`config.mk`:
```
export PLATFORM = sky130hd
export DESIGN_NAME = pulse_train_gen
export DESIGN_NICKNAME = d
export VERILOG_FILES = /design/src/rtl/pulse_train_pkg.sv /design/src/rtl/pulse_lfsr.sv /design/src/rtl/pulse_train_gen.sv
export SDC_FILE = /design/constraint.sdc
export NUM_CORES = 1
export LEC_CHECK = 0
export CAP_MARGIN = 30
export CELL_PAD_IN_SITES_DETAIL_PLACEMENT = 1
export CELL_PAD_IN_SITES_GLOBAL_PLACEMENT = 1
export CORE_ASPECT_RATIO = 1.1
export CORE_MARGIN = 2
export CORE_UTILIZATION = 48
export CTS_BUF_LIST = sky130_fd_sc_hd__clkbuf_4
export DETAILED_ROUTE_END_ITERATION = 16
export PLACE_DENSITY = 0.95
export REMOVE_ABC_BUFFERS = 1
export SYNTH_ARGS = -nofsm -noshare
export SYNTH_HDL_FRONTEND = slang
export SYNTH_SLANG_ARGS = --single-unit
```
`constraint.sdc`:
```
create_clock -name clk -period 6.1 [get_ports clk]
set_input_delay 1.22 -clock clk [delete_from_list [all_inputs] [get_ports clk]]
set_output_delay 1.22 -clock clk [all_outputs]
set_load 0.1 [all_outputs]
```
`src/rtl/pulse_train_pkg.sv`:
```
// Shared types and constants for the pulse train generator that drives the
// NOR delay chain under test.
package pulse_train_pkg;

  localparam int CNT_W_DEF  = 16;
  localparam int NUM_W_DEF  = 8;
  localparam int LFSR_W_DEF = 8;

  // Galois feedback taps for an 8-bit maximal-length LFSR.
  localparam logic [7:0] LFSR_TAPS_8 = 8'hB8;

  typedef enum logic [1:0] {
    IDLE = 2'd0,
    HIGH = 2'd1,
    LOW  = 2'd2,
    DONE = 2'd3
  } state_t;

endpackage

```
`src/rtl/pulse_lfsr.sv`:
```
// Right-shifting Galois LFSR used to jitter the gap length; seeded with 1 on
// reset so the sequence never reaches the all-zero lockup state.
module pulse_lfsr
  import pulse_train_pkg::*;
#(
  parameter int         W    = LFSR_W_DEF,
  parameter logic [W-1:0] TAPS = W'(LFSR_TAPS_8)
) (
  input  logic         clk,
  input  logic         rst,
  input  logic         i_adv,
  output logic [W-1:0] o_value
);

  logic [W-1:0] r_lfsr;

  always_ff @(posedge clk or posedge rst) begin
    if (rst) begin
      r_lfsr <= W'(1);
    end else if (i_adv) begin
      r_lfsr <= (r_lfsr >> 1) ^ (r_lfsr[0] ? TAPS : '0);
    end
  end

  assign o_value = r_lfsr;

endmodule

```
`src/rtl/pulse_train_gen.sv`:
```
// Programmable pulse train source feeding the delay chain input (myin).
// Define PULSE_TRAIN_JITTER_EN to add an LFSR-jittered gap length.
//
// Config handshake: a request is accepted on any clk edge where
// cfg_valid && cfg_ready; cfg_ready is high only in IDLE, and cfg_* are
// ignored at every other time.
module pulse_train_gen
  import pulse_train_pkg::*;
#(
  parameter int CNT_W  = CNT_W_DEF,
  parameter int NUM_W  = NUM_W_DEF,
  parameter int LFSR_W = LFSR_W_DEF
) (
  input  logic             clk,
  input  logic             rst,
  input  logic             cfg_valid,
  output logic             cfg_ready,
  input  logic [CNT_W-1:0] cfg_high,
  input  logic [CNT_W-1:0] cfg_low,
  input  logic [NUM_W-1:0] cfg_count,
  input  logic             cfg_idle_level,
`ifdef PULSE_TRAIN_JITTER_EN
  input  logic [CNT_W-1:0] cfg_jitter_mask,
`endif
  output logic             pulse_out,
  output logic             busy,
  output logic             done,
  output logic [NUM_W-1:0] pulse_idx,
  output state_t           dbg_state
);

  state_t           r_state;
  logic             r_pulse;
  logic             r_idle;
  logic             r_busy;
  logic             r_done;
  logic [NUM_W-1:0] r_idx;
  logic [NUM_W-1:0] r_count;
  logic [CNT_W-1:0] r_cnt;
  logic [CNT_W-1:0] r_high_m1;
  logic [CNT_W-1:0] r_low_len;

  logic [CNT_W-1:0] w_high_m1;
  logic [CNT_W-1:0] w_low_len;
  logic [CNT_W-1:0] w_gap_len;
  logic [CNT_W-1:0] w_gap_m1;
  logic             w_last;
  logic             w_phase_end;

  // Zero-length phases are widened to one cycle so the counters never wrap.
  assign w_high_m1   = (cfg_high == '0) ? '0 : cfg_high - CNT_W'(1);
  assign w_low_len   = (cfg_low == '0) ? CNT_W'(1) : cfg_low;
  assign w_last      = (r_idx == r_count - NUM_W'(1));
  assign w_phase_end = (r_cnt == '0);

`ifdef PULSE_TRAIN_JITTER_EN
  logic [CNT_W-1:0]  r_mask;
  logic [LFSR_W-1:0] w_lfsr;
  logic              w_lfsr_adv;
  logic [CNT_W:0]    w_gap_sum;

  // Advance once per LOW entry; the value current at that edge sets the gap.
  assign w_lfsr_adv = (r_state == HIGH) && w_phase_end && !w_last;
  assign w_gap_sum  = {1'b0, r_low_len} + {1'b0, CNT_W'(w_lfsr) & r_mask};
  assign w_gap_len  = w_gap_sum[CNT_W] ? '1 : w_gap_sum[CNT_W-1:0];

  pulse_lfsr #(
    .W    (LFSR_W),
    .TAPS (LFSR_W'(LFSR_TAPS_8))
  ) u_lfsr (
    .clk     (clk),
    .rst     (rst),
    .i_adv   (w_lfsr_adv),
    .o_value (w_lfsr)
  );

  always_ff @(posedge clk or posedge rst) begin
    if (rst) begin
      r_mask <= '0;
    end else if (r_state == IDLE && cfg_valid) begin
      r_mask <= cfg_jitter_mask;
    end
  end
`else
  assign w_gap_len = r_low_len;
`endif

  assign w_gap_m1 = w_gap_len - CNT_W'(1);

  always_ff @(posedge clk or posedge rst) begin
    if (rst) begin
      r_state   <= IDLE;
      r_pulse   <= 1'b0;
      r_idle    <= 1'b0;
      r_busy    <= 1'b0;
      r_done    <= 1'b0;
      r_idx     <= '0;
      r_count   <= '0;
      r_cnt     <= '0;
      r_high_m1 <= '0;
      r_low_len <= '0;
    end else begin
      unique case (r_state)
        IDLE: begin
          r_pulse <= r_idle;
          if (cfg_valid) begin
            r_idle    <= cfg_idle_level;
            r_count   <= cfg_count;
            r_high_m1 <= w_high_m1;
            r_low_len <= w_low_len;
            r_idx     <= '0;
            if (cfg_count == '0) begin
              r_state <= DONE;
              r_pulse <= cfg_idle_level;
              r_done  <= 1'b1;
            end else begin
              r_state <= HIGH;
              r_pulse <= ~cfg_idle_level;
              r_busy  <= 1'b1;
              r_cnt   <= w_high_m1;
            end
          end
        end
        HIGH: begin
          if (w_phase_end) begin
            r_pulse <= r_idle;
            if (w_last) begin
              r_state <= DONE;
              r_busy  <= 1'b0;
              r_done  <= 1'b1;
            end else begin
              r_state <= LOW;
              r_cnt   <= w_gap_m1;
            end
          end else begin
            r_cnt <= r_cnt - CNT_W'(1);
          end
        end
        LOW: begin
          if (w_phase_end) begin
            r_state <= HIGH;
            r_pulse <= ~r_idle;
            r_idx   <= r_idx + NUM_W'(1);
            r_cnt   <= r_high_m1;
          end else begin
            r_cnt <= r_cnt - CNT_W'(1);
          end
        end
        DONE: begin
          r_state <= IDLE;
          r_done  <= 1'b0;
          r_idx   <= '0;
        end
        default: r_state <= IDLE;
      endcase
    end
  end

  assign cfg_ready = (r_state == IDLE);
  assign pulse_out = r_pulse;
  assign busy      = r_busy;
  assign done      = r_done;
  assign pulse_idx = r_idx;
  assign dbg_state = r_state;

endmodule
```
---- After elaboration in Yosys (flattened, before gate mapping) ----
Index checks and enable logic that the tools add are counted.
cells by class
  add/sub/neg operators ................... 5
  eq/ne operators ......................... 11
  mux-type cells .......................... 32
  bitwise logic cells ..................... 2
  reduce and logical (&&, ||, !) cells .... 16
operators by type and width
  kind                                                   count
  two-way mux 16 bit                                     7
  logical NOT 16 bit                                     3
  case mux 16 bit (3 select lines)                       1
  subtractor 16 x 1 -> 16 bit, second input constant     3
  case mux 8 bit (3 select lines)                        1
  two-way mux 8 bit                                      2
  two-way mux 1 bit                                      13
  inequality test 2 bit, second input constant           5
  AND reduction 5 bit                                    2
  AND reduction 3 bit                                    3
  nonzero test 3 bit                                     3
  adder 8 x 1 -> 8 bit, second input constant            1
  == test 8 bit                                          1
  logical NOT 8 bit                                      1
  two-way mux 2 bit                                      4
  case mux 2 bit (4 select lines)                        1
  subtractor 8 x 1 -> 8 bit, second input constant       1
  case mux 1 bit (3 select lines)                        2
  == test 2 bit, second input constant                   2
  AND reduction 4 bit                                    1
  inequality test 3 bit, second input constant           1
  == test 2 x 1 -> 1 bit, second input constant          1
  logical NOT 2 bit                                      1
  inequality test 2 x 1 -> 1 bit, second input constant  1
  4 further kinds                                        5
word-level totals
  register bits after elaboration ......... 70
  input bits .............................. 44
  output and inout bits ................... 14
  logic and storage cells ................. 76

---- Depth between registers and ports, before layout ----
Gate-level depths: netlist of run 1.
  depth in word-level cells ............... 5
  mapped depth ............................ 10
  depth with buffers taken out ............ 8

---- Worst setup path before layout of run 1 ----
OpenSTA, ideal clock, no wires.
  kind .................................... flip-flop to flip-flop
  from .................................... reg r_state[0] (netlist: dbg_state[0])
  to ...................................... reg r_cnt[0]
  library setup time ...................... 125 ps
  data arrival time ....................... 3346 ps
  data required time ...................... 5975 ps
  slack ................................... 2628 ps
  stages on the path, launching flop included .. 10
  buffers on the path ..................... 3
  clock period less this slack ............ 3472 ps
  cell sequence ........................... dfrtp_1 inv_1 ha_1 clkbuf_1 a21boi_0 or2_2 buf_1 nor2_2 buf_6 mux2_4
between the ends
  longest elaborated chain between the ends .. 3
  elaborated cells between the ends (all ways) .. 9
  those cells by class .................... 5 x eq/ne; 1 x mux; 3 x reduce/logical
RTL lines
  what                                                                                 line                    RTL
  start, declared                                                                      pulse_train_gen.sv:32   state_t r_state;
  start signal, assigned                                                               pulse_train_gen.sv:92   r_state <= IDLE;
  start signal, assigned                                                               pulse_train_gen.sv:113  r_state <= DONE;
  start signal, assigned                                                               pulse_train_gen.sv:117  r_state <= HIGH;
  logical NOT 2 bit (*)                                                                --
  via cfg_ready                                                                        pulse_train_gen.sv:17   output logic cfg_ready,
  inequality test 2 bit (no source line) / nonzero test 3 bit (equally long branches)  --
  AND reduction 4 bit (no source line)                                                 --
  end signal, assigned                                                                 pulse_train_gen.sv:120  r_cnt <= w_high_m1;
  end signal, assigned                                                                 pulse_train_gen.sv:133  r_cnt <= w_gap_m1;
  end signal, assigned                                                                 pulse_train_gen.sv:136  r_cnt <= r_cnt - CNT_W'(1);
  end, declared                                                                        pulse_train_gen.sv:39   logic [CNT_W-1:0] r_cnt;
Mark *: on every way through the listed nets, which the timed path passes. The rest lies on a longest branch.
A chain may end at the register's enable or synchronous reset.

---- Worst setup path in the final report of run 1 ----
  from .................................... reg r_state[0] (netlist: dbg_state[0])
  to ...................................... out cfg_ready
between the ends
  longest elaborated chain between the ends .. 1
RTL lines
  what               line                    RTL
  logical NOT 2 bit  pulse_train_gen.sv:159  assign cfg_ready = (r_state == IDLE);
  end, declared      pulse_train_gen.sv:17
Every way passes these cells.

==> flow_metrics.py, run 1 <==
metrics = {
    "yosys": {
        "synthDistinctLibCells": 75,
        "ys.flop_type": "dfrtp_1",
        "synth_top_family_by_area": "simple AND/OR/NAND/NOR gates",
        "avgSynthCellArea_sq_um": 9.230,
        "synth-seq-area-share": 0.3629,
        "synthSimpleGateAreaFrac": 0.2237,
        "postSynth.asyncResetShare": 1.000,
        "muxShareOfSynthArea": 0.09461,
        "syn_area_sq_mm": 0.004827,
        "synth_xor_area_frac": 0.06169,
        "synth_edf_count": 0,
        "synth_fa_ha_area_frac": 0.02592,
        "ys_warn_count": 0,
        "ys_ff_latch": 70,
        "synth_cells": 523,
        "synth-compound-area-share": 0.1858,
    },
    "die": {
        "rows": 38,
        "die_w_um": 99.62,
        "core-area_sq_mm": 0.009842,
        "die_y_um": 109.2,
        "io_pins": 58,
        "start_util": 0.4905,
        "dieArea_sq_mm": 0.01088,
    },
    "critical_path": {
        "endpoint_kind": "output pin",
        "critPathLaunchType": "flop",
        "crit_fanout": 10,
        "cp.required_ps": 4880,
        "worstPathArrival_ps": 2650,
        "worstSetupPathType": "reg2out",
    },
    "final_layout": {
        "diodes": 0,
        "fin_nets": 618,
        "area_growth_pct": 14.80,
        "layout-drive-gt1-share": 0.1287,
        "nFillCells": 1139,
        "fin_util": 0.5631,
    },
    "global_route": {
        "grt_max_degree": 71,
        "grt-busiest-layer": "met2",
        "grt_util_met1": 0.3402,
        "grt_pass1_vias": 4732,
        "grt_overflow": 0,
        "grt_pass1_wl_um": 24450,
        "met2_usage": 0.5203,
        "grt_use_total": 0.2896,
        "antenna_found_initial": 0,
        "grt_use_met3": 0.03590,
    },
    "power": {
        "vdd_drop_max_mv": 0.08302,
        "p_comb_frac": 0.161,
        "p_int_uw": 650.7,
        "power_density_mw_per_mm2": 168.7,
        "power.share.switching": 0.3042,
        "p_sw_uw": 284.4,
        "p_clk_frac": 0.272,
        "leakagePower_uw": 0.002256,
        "pwr-share-seq": 0.567,
    },
    "timing": {
        "hold_viol": 0,
        "fmax_mhz": 258.7,
        "slew_viol_final": 0,
        "tightest_slew_ps": 979.3,
        "grt_setup_unrepaired": "no",
        "fin_crit_sh": 0.6337,
        "period_needed_ps": 3865,
        "slew_headroom": 0.3451,
        "skew_ps": 10.72,
        "whs_ps": 494.4,
        "tns_ps": 0,
        "finalSetupViolations": 0,
    },
    "clocking": {
        "cts_root_buf": "clkbuf_4",
        "clock_latency_ps": 450,
        "clock_sinks": 70,
        "cts-buffers-inserted": 9,
        "cts_resized": 0,
        "htree_levels": 3,
        "post-cts-setup-buffers": 0,
        "clkTransAtPathRegs_ps": 110,
        "clockBufferDepth": 2,
        "cts_tree": "built",
        "holdBufCountCts": 0,
    },
    "detailed_routing": {
        "wl_per_cell_um": 22.06,
        "remaining_drc_errors": 0,
        "vias_per_cell": 6.520,
        "ant_nets": 0,
        "route.vias.total": 4479,
        "dr.pass1.iters": 5,
        "totalWireLength_um": 15160,
        "drt-initial-drc-count": 218,
    },
    "hold_path": {
        "min_path_type": "reg2reg",
    },
    "outcome": {
        "status": "complete, no violations",
    },
    "placed_design": {
        "io_buffers": 57,
        "hpwl_um": 11410,
        "gp_congestion": 0.9274,
    },
    "flow_run": {
        "cap_violations": 0,
    },
}
[cell families after synthesis]
family	after synthesis
AND/OR/NAND/NOR	189
flip-flops	70
buffers and inverters	52
multiplexers	40
adder cells (fa/ha/maj)	10
XOR/XNOR	34
AO/OA/AOI/OAI	128
[per-layer routing]
layer	vias up	routed length [um]	part of all wire
met5	-	0	0
met4	0	624	0.041
met3	46	636	0.042
met2	160	7860	0.52
met1	2224	6035	0.40
li1	2049	-	-
[critical path: stages, from the launching register on]
cell	delay [ps]
dfrtp_1	470
inv_1	140
ha_1	380
clkdlybuf4s50_1	1210
[placed cells by master, fill, tap and decap left out, types with 3 or more instances in the layout]
cell,count
dfrtp_1,70
clkdlybuf4s50_1,57
nand2_1,48
mux2_2,29
o21ai_0,28
nor2_1,27
o31ai_1,23
inv_1,22
nor4_1,21
xnor2_1,19
nor3_1,19
xor2_1,15
a21oi_1,11
clkbuf_4,11
ha_1,10
or4_1,9
nand3_1,9
or3_1,8
mux2i_1,7
o31a_1,7
a31oi_1,7
nand4_1,6
o22ai_1,5
o2bb2ai_1,5
or2_2,4
o221ai_1,4
o211ai_1,4
mux2_4,4
o41ai_1,4
nand2b_1,3
nor2b_1,3
o21ai_1,3
and3_1,3
and2_1,3
a2bb2oi_1,3
a221oi_1,3
[synth_stat cells (3+ instances only)]
library cell	count	area share
o211ai_1	4	0.0062
a21oi_1	11	0.011
o22ai_1	5	0.0065
clkbuf_1	17	0.013
o21ai_1	3	0.0031
dfrtp_1	70	0.36
or2_2	4	0.0052
o31a_1	7	0.013
o31ai_1	23	0.036
a31oi_1	7	0.0091
mux2_4	4	0.012
ha_1	10	0.026
nor2_1	27	0.021
a2bb2oi_1	3	0.0054
mux2i_1	7	0.015
and3_1	3	0.0039
nand4_1	6	0.0078
nand2b_1	3	0.0039
o41ai_1	4	0.0073
mux2_2	29	0.068
o2bb2ai_1	5	0.0091
nand3_1	9	0.0093
nand2_1	49	0.038
o221ai_1	4	0.0073
nor4_1	21	0.027
xor2_1	15	0.027
or4_1	9	0.014
a221oi_1	3	0.0054
or3_1	8	0.010
and2_1	3	0.0039
nor2b_1	3	0.0039
xnor2_1	19	0.034
inv_1	23	0.018
nor3_1	19	0.020
o21ai_0	28	0.029
buf_1	5	0.0039
buf_2	3	0.0031
[metrics by stage]
| stage | area, sq um | worst slack [ps] | total power, uW | cells |
|---|---|---|---|---|
| final | 5542 | 2235 | 935.1 | 687 |
| after global routing | 5542 | 2155 | 971.6 | 687 |
| after CTS | 5542 | 2208 | 936.4 | 687 |
| after detailed placement | 5445 | 2102 | 687.5 | 673 |
| after global placement | 5425 | 2204 | 673.4 | 672 |
| after floorplan | 4695 | 2210 | 612.8 | 494 |
[layout make-up]
cell class	count	area (sq um)	share of cell area
Clock buffer	11	82.58	0.01490
Tap cell	120	150.1	0.02709
Timing Repair Buffer	59	598.1	0.1079
Sequential cell	70	1752	0.3161
Multi-Input combinational cell	401	2859	0.5159
Clock inverter	3	13.76	0.002484
Inverter	23	86.33	0.01558
[final timing paths]
path / slack, ps / cells after the start / end / startpoint
setup / recovery: 2230 / 3 / cfg_ready / dbg_state[0]$_DFFE_PP0P_
hold / removal: 490 / 2 / r_high_m1[10]$_DFFE_PP0P_ / r_high_m1[10]$_DFFE_PP0P_
setup reg to reg: 2590 / 8 / r_cnt[14]$_DFFE_PP0P_ / r_cnt[0]$_DFFE_PP0P_
hold reg to reg: 490 / 2 / r_high_m1[10]$_DFFE_PP0P_ / r_high_m1[10]$_DFFE_PP0P_
max in group asynchronous: 4100 / 3 / r_high_m1[15]$_DFFE_PP0P_ / rst
min in group asynchronous: 1340 / 3 / r_high_m1[1]$_DFFE_PP0P_ / rst
[power by group through the flow]
stage / Clock, uW / Sequential, uW / Combinational [uW]
after global routing: 273 / 533 / 166
after detailed placement: 0 / 537 / 150
final: 254 / 530 / 150
after global placement: 0 / 533 / 140
after floorplan: 0 / 524 / 89.0
after CTS: 257 / 528 / 151
[flip-flops by register name, indices dropped and copies added, names as in the netlist]
register   cells
r_cnt         16
r_high_m1     16
r_low_len     16
pulse_idx      8
r_count        8
dbg_state      2
busy           1
done           1
pulse_out      1
r_idle         1
No activity file was read; power rests on OpenSTA's default activity.
==> run 2: changes to the inputs <==
--- a/config.mk
+++ b/config.mk
@@ -10,10 +10,10 @@
 export CELL_PAD_IN_SITES_GLOBAL_PLACEMENT = 1
 export CORE_ASPECT_RATIO = 1.1
 export CORE_MARGIN = 2
-export CORE_UTILIZATION = 48
+export CORE_UTILIZATION = 45
 export CTS_BUF_LIST = sky130_fd_sc_hd__clkbuf_4
 export DETAILED_ROUTE_END_ITERATION = 16
-export PLACE_DENSITY = 0.95
+export PLACE_DENSITY = 0.94
 export REMOVE_ABC_BUFFERS = 1
 export SYNTH_ARGS = -nofsm -noshare
 export SYNTH_HDL_FRONTEND = slang
==> constraint.sdc (replaced) <==
create_clock -name clk -period 4 [get_ports clk]
set_input_delay 0.8 -clock clk [delete_from_list [all_inputs] [get_ports clk]]
set_output_delay 0.8 -clock clk [all_outputs]
set_load 0.1 [all_outputs]
==> flow_metrics.py, run 2 (same netlist as run 1, synthesis figures left out) <==
metrics = {
    "outcome": {
        "status": "complete, no violations",
    },
    "timing": {
        "whs_ps": 496.9,
        "skew_ps": 30.41,
        "grt_setup_unrepaired": "no",
        "period_needed_ps": 3006,
        "tns_ps": 0,
        "finalSetupViolations": 0,
        "hold_viol": 0,
        "fin_crit_sh": 0.7516,
        "slew_viol_final": 0,
        "tightest_slew_ps": 972.3,
        "slew_headroom": 0.3498,
        "fmax_mhz": 332.6,
    },
    "global_route": {
        "grt_max_degree": 39,
        "grt_pass1_wl_um": 24260,
        "grt_pass1_vias": 4751,
        "grt_use_total": 0.2721,
        "grt_overflow": 0,
        "antenna_found_initial": 0,
    },
    "detailed_routing": {
        "route.vias.total": 4546,
        "totalWireLength_um": 15040,
        "drt-initial-drc-count": 313,
        "dr.pass1.iters": 5,
        "wl_per_cell_um": 20.95,
        "remaining_drc_errors": 0,
        "vias_per_cell": 6.331,
        "ant_nets": 0,
    },
    "clocking": {
        "cts-buffers-inserted": 9,
        "cts_root_buf": "clkbuf_4",
        "clock_sinks": 70,
        "cts_tree": "built",
        "clockBufferDepth": 2,
        "post-cts-setup-buffers": 0,
        "cts_resized": 0,
        "htree_levels": 3,
        "clock_latency_ps": 460,
        "clkTransAtPathRegs_ps": 120,
        "holdBufCountCts": 0,
    },
    "placed_design": {
        "hpwl_um": 11380,
        "io_buffers": 57,
        "gp_congestion": 0.9461,
    },
    "critical_path": {
        "crit_fanout": 7,
        "cp.required_ps": 4320,
        "critPathLaunchType": "flop",
        "worstPathArrival_ps": 3330,
        "endpoint_kind": "flop",
        "worstSetupStartpoint": "r_cnt[0]$_DFFE_PP0P_",
        "timing.rr.start": "r_cnt[0]$_DFFE_PP0P_",
        "worstSetupPathType": "reg2reg",
    },
    "hold_path": {
        "min_path_type": "reg2reg",
        "min_from": "r_high_m1[10]$_DFFE_PP0P_",
    },
    "power": {
        "power.share.switching": 0.2968,
        "leakagePower_uw": 0.002304,
        "totalPowerFinal_uw": 1506,
        "p_comb_frac": 0.153,
        "p_clk_frac": 0.314,
        "pwr-share-seq": 0.534,
        "vdd_drop_max_mv": 0.1435,
        "p_sw_uw": 446.9,
        "power_density_mw_per_mm2": 266.3,
        "p_int_uw": 1059,
    },
    "die": {
        "rows": 39,
        "die_y_um": 112.6,
        "dieArea_sq_mm": 0.01157,
        "start_util": 0.4623,
        "core-area_sq_mm": 0.01044,
        "io_pins": 58,
        "die_w_um": 102.8,
    },
    "final_layout": {
        "fin_nets": 624,
        "layout-drive-gt1-share": 0.1443,
        "area_growth_pct": 17.13,
        "layout_commonest_cell": "dfrtp_1",
        "reg_top3": "r_cnt: 16 flops, r_high_m1: 16 flops, r_low_len: 16 flops",
        "final_cell_mix": "dfrtp_1 (70), clkdlybuf4s50_1 (56), nand2_1 (48)",
        "fin_util": 0.5415,
        "diodes": 0,
    },
    "flow_run": {
        "cap_violations": 0,
    },
}
run 2: path summary, 6_finish.rpt:
path	to	slack, ps	cells past startpoint
worst max-delay path	r_cnt[15]$_DFFE_PP0P_	990	8
worst min-delay path	r_high_m1[10]$_DFFE_PP0P_	500	2
worst max register to register	r_cnt[15]$_DFFE_PP0P_	990	8
worst min register to register	r_high_m1[10]$_DFFE_PP0P_	500	2
max in group asynchronous	r_cnt[15]$_DFFE_PP0P_	2470	3
min in group asynchronous	pulse_idx[1]$_DFFE_PP0P_	840	2
run 2: critical path, cell delays in order, from the launching register on:
cell,delay [ps]
dfrtp_1,440
inv_1,90
ha_1,230
nor4b_2,440
nand4_1,400
or2_1,420
nor3b_1,400
o221ai_1,190
mux2_4,280
run 2: area by class of cell:
cell class	instances	area, sq um
Clock inverter	6	62.56
Timing Repair Buffer	65	640.6
Clock buffer	10	75.07
Inverter	23	86.33
Tap cell	143	178.9
Sequential cell	70	1752
Multi-Input combinational cell	401	2859
Fill cell	1242	4788
run 2: routing by layer:
layer,up-vias,track usage,share of wire,routed length [um]
met4,0,0.1456,0.046,698
li1,2068,-,-,-
met1,2256,0.3284,0.41,6100
met3,54,0.03176,0.041,619
met5,-,0,0,0
met2,168,0.4675,0.51,7624
run 2: power groups by stage:
| stage | Combinational [uW] | Clock, uW | Sequential [uW] |
|---|---|---|---|
| after floorplan | 136 | 0 | 799 |
| after global placement | 219 | 0 | 812 |
| after detailed placement | 228 | 0 | 815 |
| after CTS | 229 | 486 | 801 |
| after global routing | 251 | 510 | 810 |
| final | 230 | 472 | 804 |
run 2: through the flow:
stage	area (sq um)	instances	setup WS, ps
finish	5654	718	993.6
global placement	5517	702	753.2
global route	5654	718	829.9
detailed placement	5517	702	690.6
floorplan	4695	494	110.3
CTS	5654	718	986.2
==> run 3: changes to the inputs <==
--- a/config.mk
+++ b/config.mk
@@ -10,10 +10,10 @@
 export CELL_PAD_IN_SITES_GLOBAL_PLACEMENT = 1
 export CORE_ASPECT_RATIO = 1.1
 export CORE_MARGIN = 2
-export CORE_UTILIZATION = 45
+export CORE_UTILIZATION = 40
 export CTS_BUF_LIST = sky130_fd_sc_hd__clkbuf_4
 export DETAILED_ROUTE_END_ITERATION = 16
-export PLACE_DENSITY = 0.94
+export PLACE_DENSITY = 0.89
 export REMOVE_ABC_BUFFERS = 1
 export SYNTH_ARGS = -nofsm -noshare
 export SYNTH_HDL_FRONTEND = slang
==> constraint.sdc (replaced) <==
create_clock -name clk -period 2.6 [get_ports clk]
set_input_delay 0.52 -clock clk [delete_from_list [all_inputs] [get_ports clk]]
set_output_delay 0.52 -clock clk [all_outputs]
set_load 0.1 [all_outputs]
==> flow_metrics.py, run 3 (same netlist as run 1, synthesis figures left out) <==
metrics = {
    "die": {
        "dieArea_sq_mm": 0.01296,
        "core-area_sq_mm": 0.01193,
        "io_pins": 58,
        "die_w_um": 108.7,
        "start_util": 0.4047,
        "rows": 42,
        "die_y_um": 119.2,
    },
    "critical_path": {
        "worstPathCellList": "inv_1 -> ha_1 -> nor4b_4 -> buf_4 -> and4_1 -> nand3_1 -> nor4_4 -> buf_4 -> nor2_2 -> mux2_2",
        "worstSetupPathType": "reg2reg",
        "crit_path_frequent_cell": "buf_4",
        "cp.required_ps": 2960,
        "path_delay_family": "simple AND/OR/NAND/NOR gates",
        "r2r_slack_ps": 110,
        "crit_fanout": 7,
        "cp_slowest_cell": "dfrtp_1",
        "endpoint_kind": "flop",
        "cp_num_buf_inv": 3,
        "r2r_cells": 10,
        "critPathMaxStageDelay_ps": 410,
        "worstPathArrival_ps": 2850,
        "critPathLaunchType": "flop",
        "timing.rr.start": "r_cnt[0]$_DFFE_PP0P_",
        "r2r_end": "r_cnt[7]$_DFFE_PP0P_",
    },
    "final_layout": {
        "reg_top3": "r_cnt: 16 flops, r_high_m1: 16 flops, r_low_len: 16 flops",
        "fin_nets": 704,
        "area_growth_pct": 31.23,
        "fin_util": 0.5310,
        "layout_commonest_cell": "buf_4",
        "final_cell_mix": "buf_4 (97), dfrtp_1 (69), nand2_1 (48)",
        "diodes": 0,
        "layout-drive-gt1-share": 0.2748,
    },
    "timing": {
        "tightest_slew_ps": 589.2,
        "hold_viol": 0,
        "fin_crit_sh": 0.9589,
        "period_needed_ps": 2493,
        "slew_viol_final": 0,
        "finalSetupViolations": 0,
        "fmax_mhz": 401.1,
        "slew_headroom": 0.6021,
        "skew_ps": 25.69,
    },
    "hold_path": {
        "min_path_type": "in2async",
    },
    "power": {
        "totalPowerFinal_uw": 2499,
        "leakagePower_uw": 0.002735,
        "vdd_drop_max_mv": 0.1778,
        "power_density_mw_per_mm2": 394.5,
    },
    "clocking": {
        "cts_tree": "built",
        "clock_latency_ps": 480,
        "clockBufferDepth": 2,
        "clock_sinks": 70,
        "htree_levels": 3,
        "cts_root_buf": "clkbuf_4",
        "clkTransAtPathRegs_ps": 130,
        "cts-buffers-inserted": 9,
    },
    "detailed_routing": {
        "totalWireLength_um": 17280,
        "route.vias.total": 4958,
        "vias_per_cell": 6.129,
        "remaining_drc_errors": 0,
        "ant_nets": 0,
        "wl_per_cell_um": 21.35,
        "drt-initial-drc-count": 383,
        "dr.pass1.iters": 5,
    },
    "global_route": {
        "grt_overflow": 0,
        "grt_pass1_wl_um": 27140,
        "grt_max_degree": 49,
        "antenna_found_initial": 0,
        "grt_pass1_vias": 5388,
        "grt_use_total": 0.2722,
    },
    "outcome": {
        "status": "complete, no violations",
    },
    "placed_design": {
        "io_buffers": 57,
        "gp_congestion": 0.9611,
        "hpwl_um": 12990,
    },
    "flow_run": {
        "cap_violations": 0,
    },
}
## run 3: cell count changes in the layout (fill, tap and decap cells not counted), moves of 2 or more
cell             delta
buf_12              +3
buf_4              +89
clkdlybuf4s50_1    -13
clkinv_1            +2
clkinv_2            -2
nor4_1              -3
nor4_2              +3
## run 3: stage by stage
stage,std cells,instance area [sq um],hold WS [ps],TNS [ps],setup slack [ps]
after detailed placement,789,6106,480.0,-4915,-350.1
after floorplan,494,4695,443.2,-62250,-1290
after global routing,809,6335,435.0,-51.74,-26.45
after CTS,805,6267,414.6,0,22.02
after global placement,789,6106,463.9,-2883,-267.0
final,809,6335,401.1,0,106.7
## run 3: power by group
| group | switching (uW) | internal [uW] | total, uW |
|---|---|---|---|
| combinational | 206 | 230 | 436 |
| sequential | 92.3 | 1140 | 1240 |
| clock | 446 | 383 | 829 |
| total | 744 | 1760 | 2500 |
## run 3: worst max-delay path by stage
stage	startpoint	endpoint	slack [ps]	depth (start not counted)
3_5_place_dp	cfg_high[1]	r_cnt[6]$_DFFE_PP0P_	-350	9
2_1_floorplan	dbg_state[0]$_DFFE_PP0P_	r_low_len[0]$_DFFE_PP0P_	-1290	5
3_3_place_gp	cfg_high[7]	r_cnt[12]$_DFFE_PP0P_	-270	7
5_1_grt	r_cnt[0]$_DFFE_PP0P_	done$_DFFE_PP0P_	-30	11
4_1_cts	r_count[0]$_DFFE_PP0P_	r_cnt[3]$_DFFE_PP0P_	20	8
6_report	r_cnt[0]$_DFFE_PP0P_	r_cnt[7]$_DFFE_PP0P_	110	10
## run 3: cell type report
class	instances	area [sq um]
fill	1400	5594
inverter	23	86.33
sequential	70	1753
timing repair buffer	144	1239
tap	154	192.7
multi-input combinational	402	2908
clock inverter	7	88.84
clock buffer	9	67.56
## run 3: repair_timing
action | in CTS | in global routing
pin swaps | 0 | 2
hold buffers | 0 | 0
resized for setup | 1 | 9
endpoints found under the setup margin | 8 | 14
setup buffers | 0 | 3
gates cloned | 0 | 1
## run 3: routing by layer
metal	wire length [um]	global-route usage
met1	6470	0.2989
met2	9055	0.4922
met3	822	0.03120
met4	926	0.1643
met5	0	0
==> patch (flow settings as in run 2) <==
The option `PULSE_TRAIN_JITTER_EN` is turned on by a define.
--- a/src/rtl/pulse_train_gen.sv
+++ b/src/rtl/pulse_train_gen.sv
@@ -4,6 +4,8 @@
 // Config handshake: a request is accepted on any clk edge where
 // cfg_valid && cfg_ready; cfg_ready is high only in IDLE, and cfg_* are
 // ignored at every other time.
+`define PULSE_TRAIN_JITTER_EN
+
 module pulse_train_gen
   import pulse_train_pkg::*;
 #(
Ports: changed (added cfg_jitter_mask); port bits go from 58 to 74. No check against the original RTL was run, so the function may have changed too.
==> patch against run 2 <==
- area after synthesis grew 25%
- power grew 21%
- die area grew 24%
- sequential cell count grew 16
- utilization shrank 0.51 points
- maximum frequency shrank 21%
- worst setup slack lost 0.78 ns
- routed wire length grew 19%
- cell area grew 25%
- largest power group unchanged
- highest routed layer unchanged
==> patch: results (changes against run 2) <==
| Metric | Value |
|---|---|
| Global-route wire length before repair | `29610 um (was 24260 um)` |
| I/O Buffers | `65 (was 57)` |
| Critical path arrival | `4.16 ns (was 3.33 ns)` |
| Hold path start | `r_high_m1[4]$_DFFE_PP0P_ (was r_high_m1[10]$_DFFE_PP0P_)` |
| Most area-consuming cells after synthesis | `dfrtp_1 (35%), mux2_2 (8.6%), nand2_1 (4.3%) (was dfrtp_1 (36%), mux2_2 (6.8%), nand2_1 (3.8%))` |
| CLK BUF | `11 (was 10)` |
| Diode count | `1 (was 0)` |
| Power Internal | `1.311 mW (was 1.059 mW)` |
| Seq/Total Area, Yosys | `0.3562 (was 0.3629)` |
| Clock buf/inv share | `0.02252 (was 0.02434)` |
| Reg2Reg Depth | `11 (was 8)` |
| Yosys cell types | `69 (was 75)` |
| Area delta synth->final | `16.72% (was 17.13%)` |
| DP Cell Count | `884 (was 702)` |
| Min Hold Slack | `0.4963 ns (was 0.4969 ns)` |
| Worst skew pair latency | `0.48 ns (was 0.46 ns)` |
| Placed cell areas | `6877 um^2 (was 5517 um^2)` |
| Register area | `2153 um^2 (was 1752 um^2)` |
| Synthesized area | `6046 um^2 (was 4827 um^2)` |
| Seq cells post-synth | `86 (was 70)` |
| Critical path's slowest cell | `fa_1 (was dfrtp_1)` |
| DR WL/cell | `19.83 um (was 20.95 um)` |
| Status | `finished, final reports clean (unchanged)` |
| Mapped Cells | `674 (was 523)` |
| Reg-to-Reg Start | `u_lfsr.o_value[0]$_DFFE_PP1P_ (was r_cnt[0]$_DFFE_PP0P_)` |
| Crit path to | `r_cnt[14]$_DFFE_PP0P_ (was r_cnt[15]$_DFFE_PP0P_)` |
| Inverter count | `27 (was 23)` |
| Count of multi-input gates | `530 (was 401)` |
| CP max FO | `6 (was 7)` |
| Crit path largest cell delay | `0.49 ns (was 0.44 ns)` |
| Register clock-pin slew on the reported worst setup and hold paths | `0.15 ns (was 0.12 ns)` |
| Post-detail-place hpwl | `13580 um (was 11380 um)` |
| Hold Crit Endpoint | `r_high_m1[4]$_DFFE_PP0P_ (was r_high_m1[10]$_DFFE_PP0P_)` |
| Reg2Reg Setup Slack | `0.21 ns (was 0.99 ns)` |
| Multi-input combinational area share | `0.5204 (was 0.5056)` |
| Largest net degree at the start of global routing | `33 (was 39)` |
patch: layer usage:
layer / global-route usage / up-vias / wire length, um
li1: - / 2598 / -
met5: 0 / - / 0
met2: 0.4695 / 141 / 9399
met3: 0.03442 / 45 / 674
met4: 0.1090 / 0 / 547
met1: 0.3000 / 2751 / 7268
patch: logic make-up (layout without fill, tap and decap cells):
group / after synthesis / after routing / share of synthesized area
fa+ha+maj: 18 / 18 / 0.03849
xor+xnor: 51 / 51 / 0.07388
buf+inv: 58 / 124 / 0.03911
flops: 86 / 86 / 0.3562
other cells: 0 / 1 / 0
simple gates: 243 / 243 / 0.2084
compound gates: 159 / 159 / 0.1767
mux: 59 / 59 / 0.1072
patch: power by group through the flow:
stage | clock [mW] | combinational, mW | sequential (mW)
global route | 0.624 | 0.298 | 0.976
CTS | 0.592 | 0.270 | 0.967
floorplan | 0 | 0.159 | 0.969
finish | 0.584 | 0.269 | 0.970
global placement | 0 | 0.247 | 0.979
detailed placement | 0 | 0.263 | 0.984
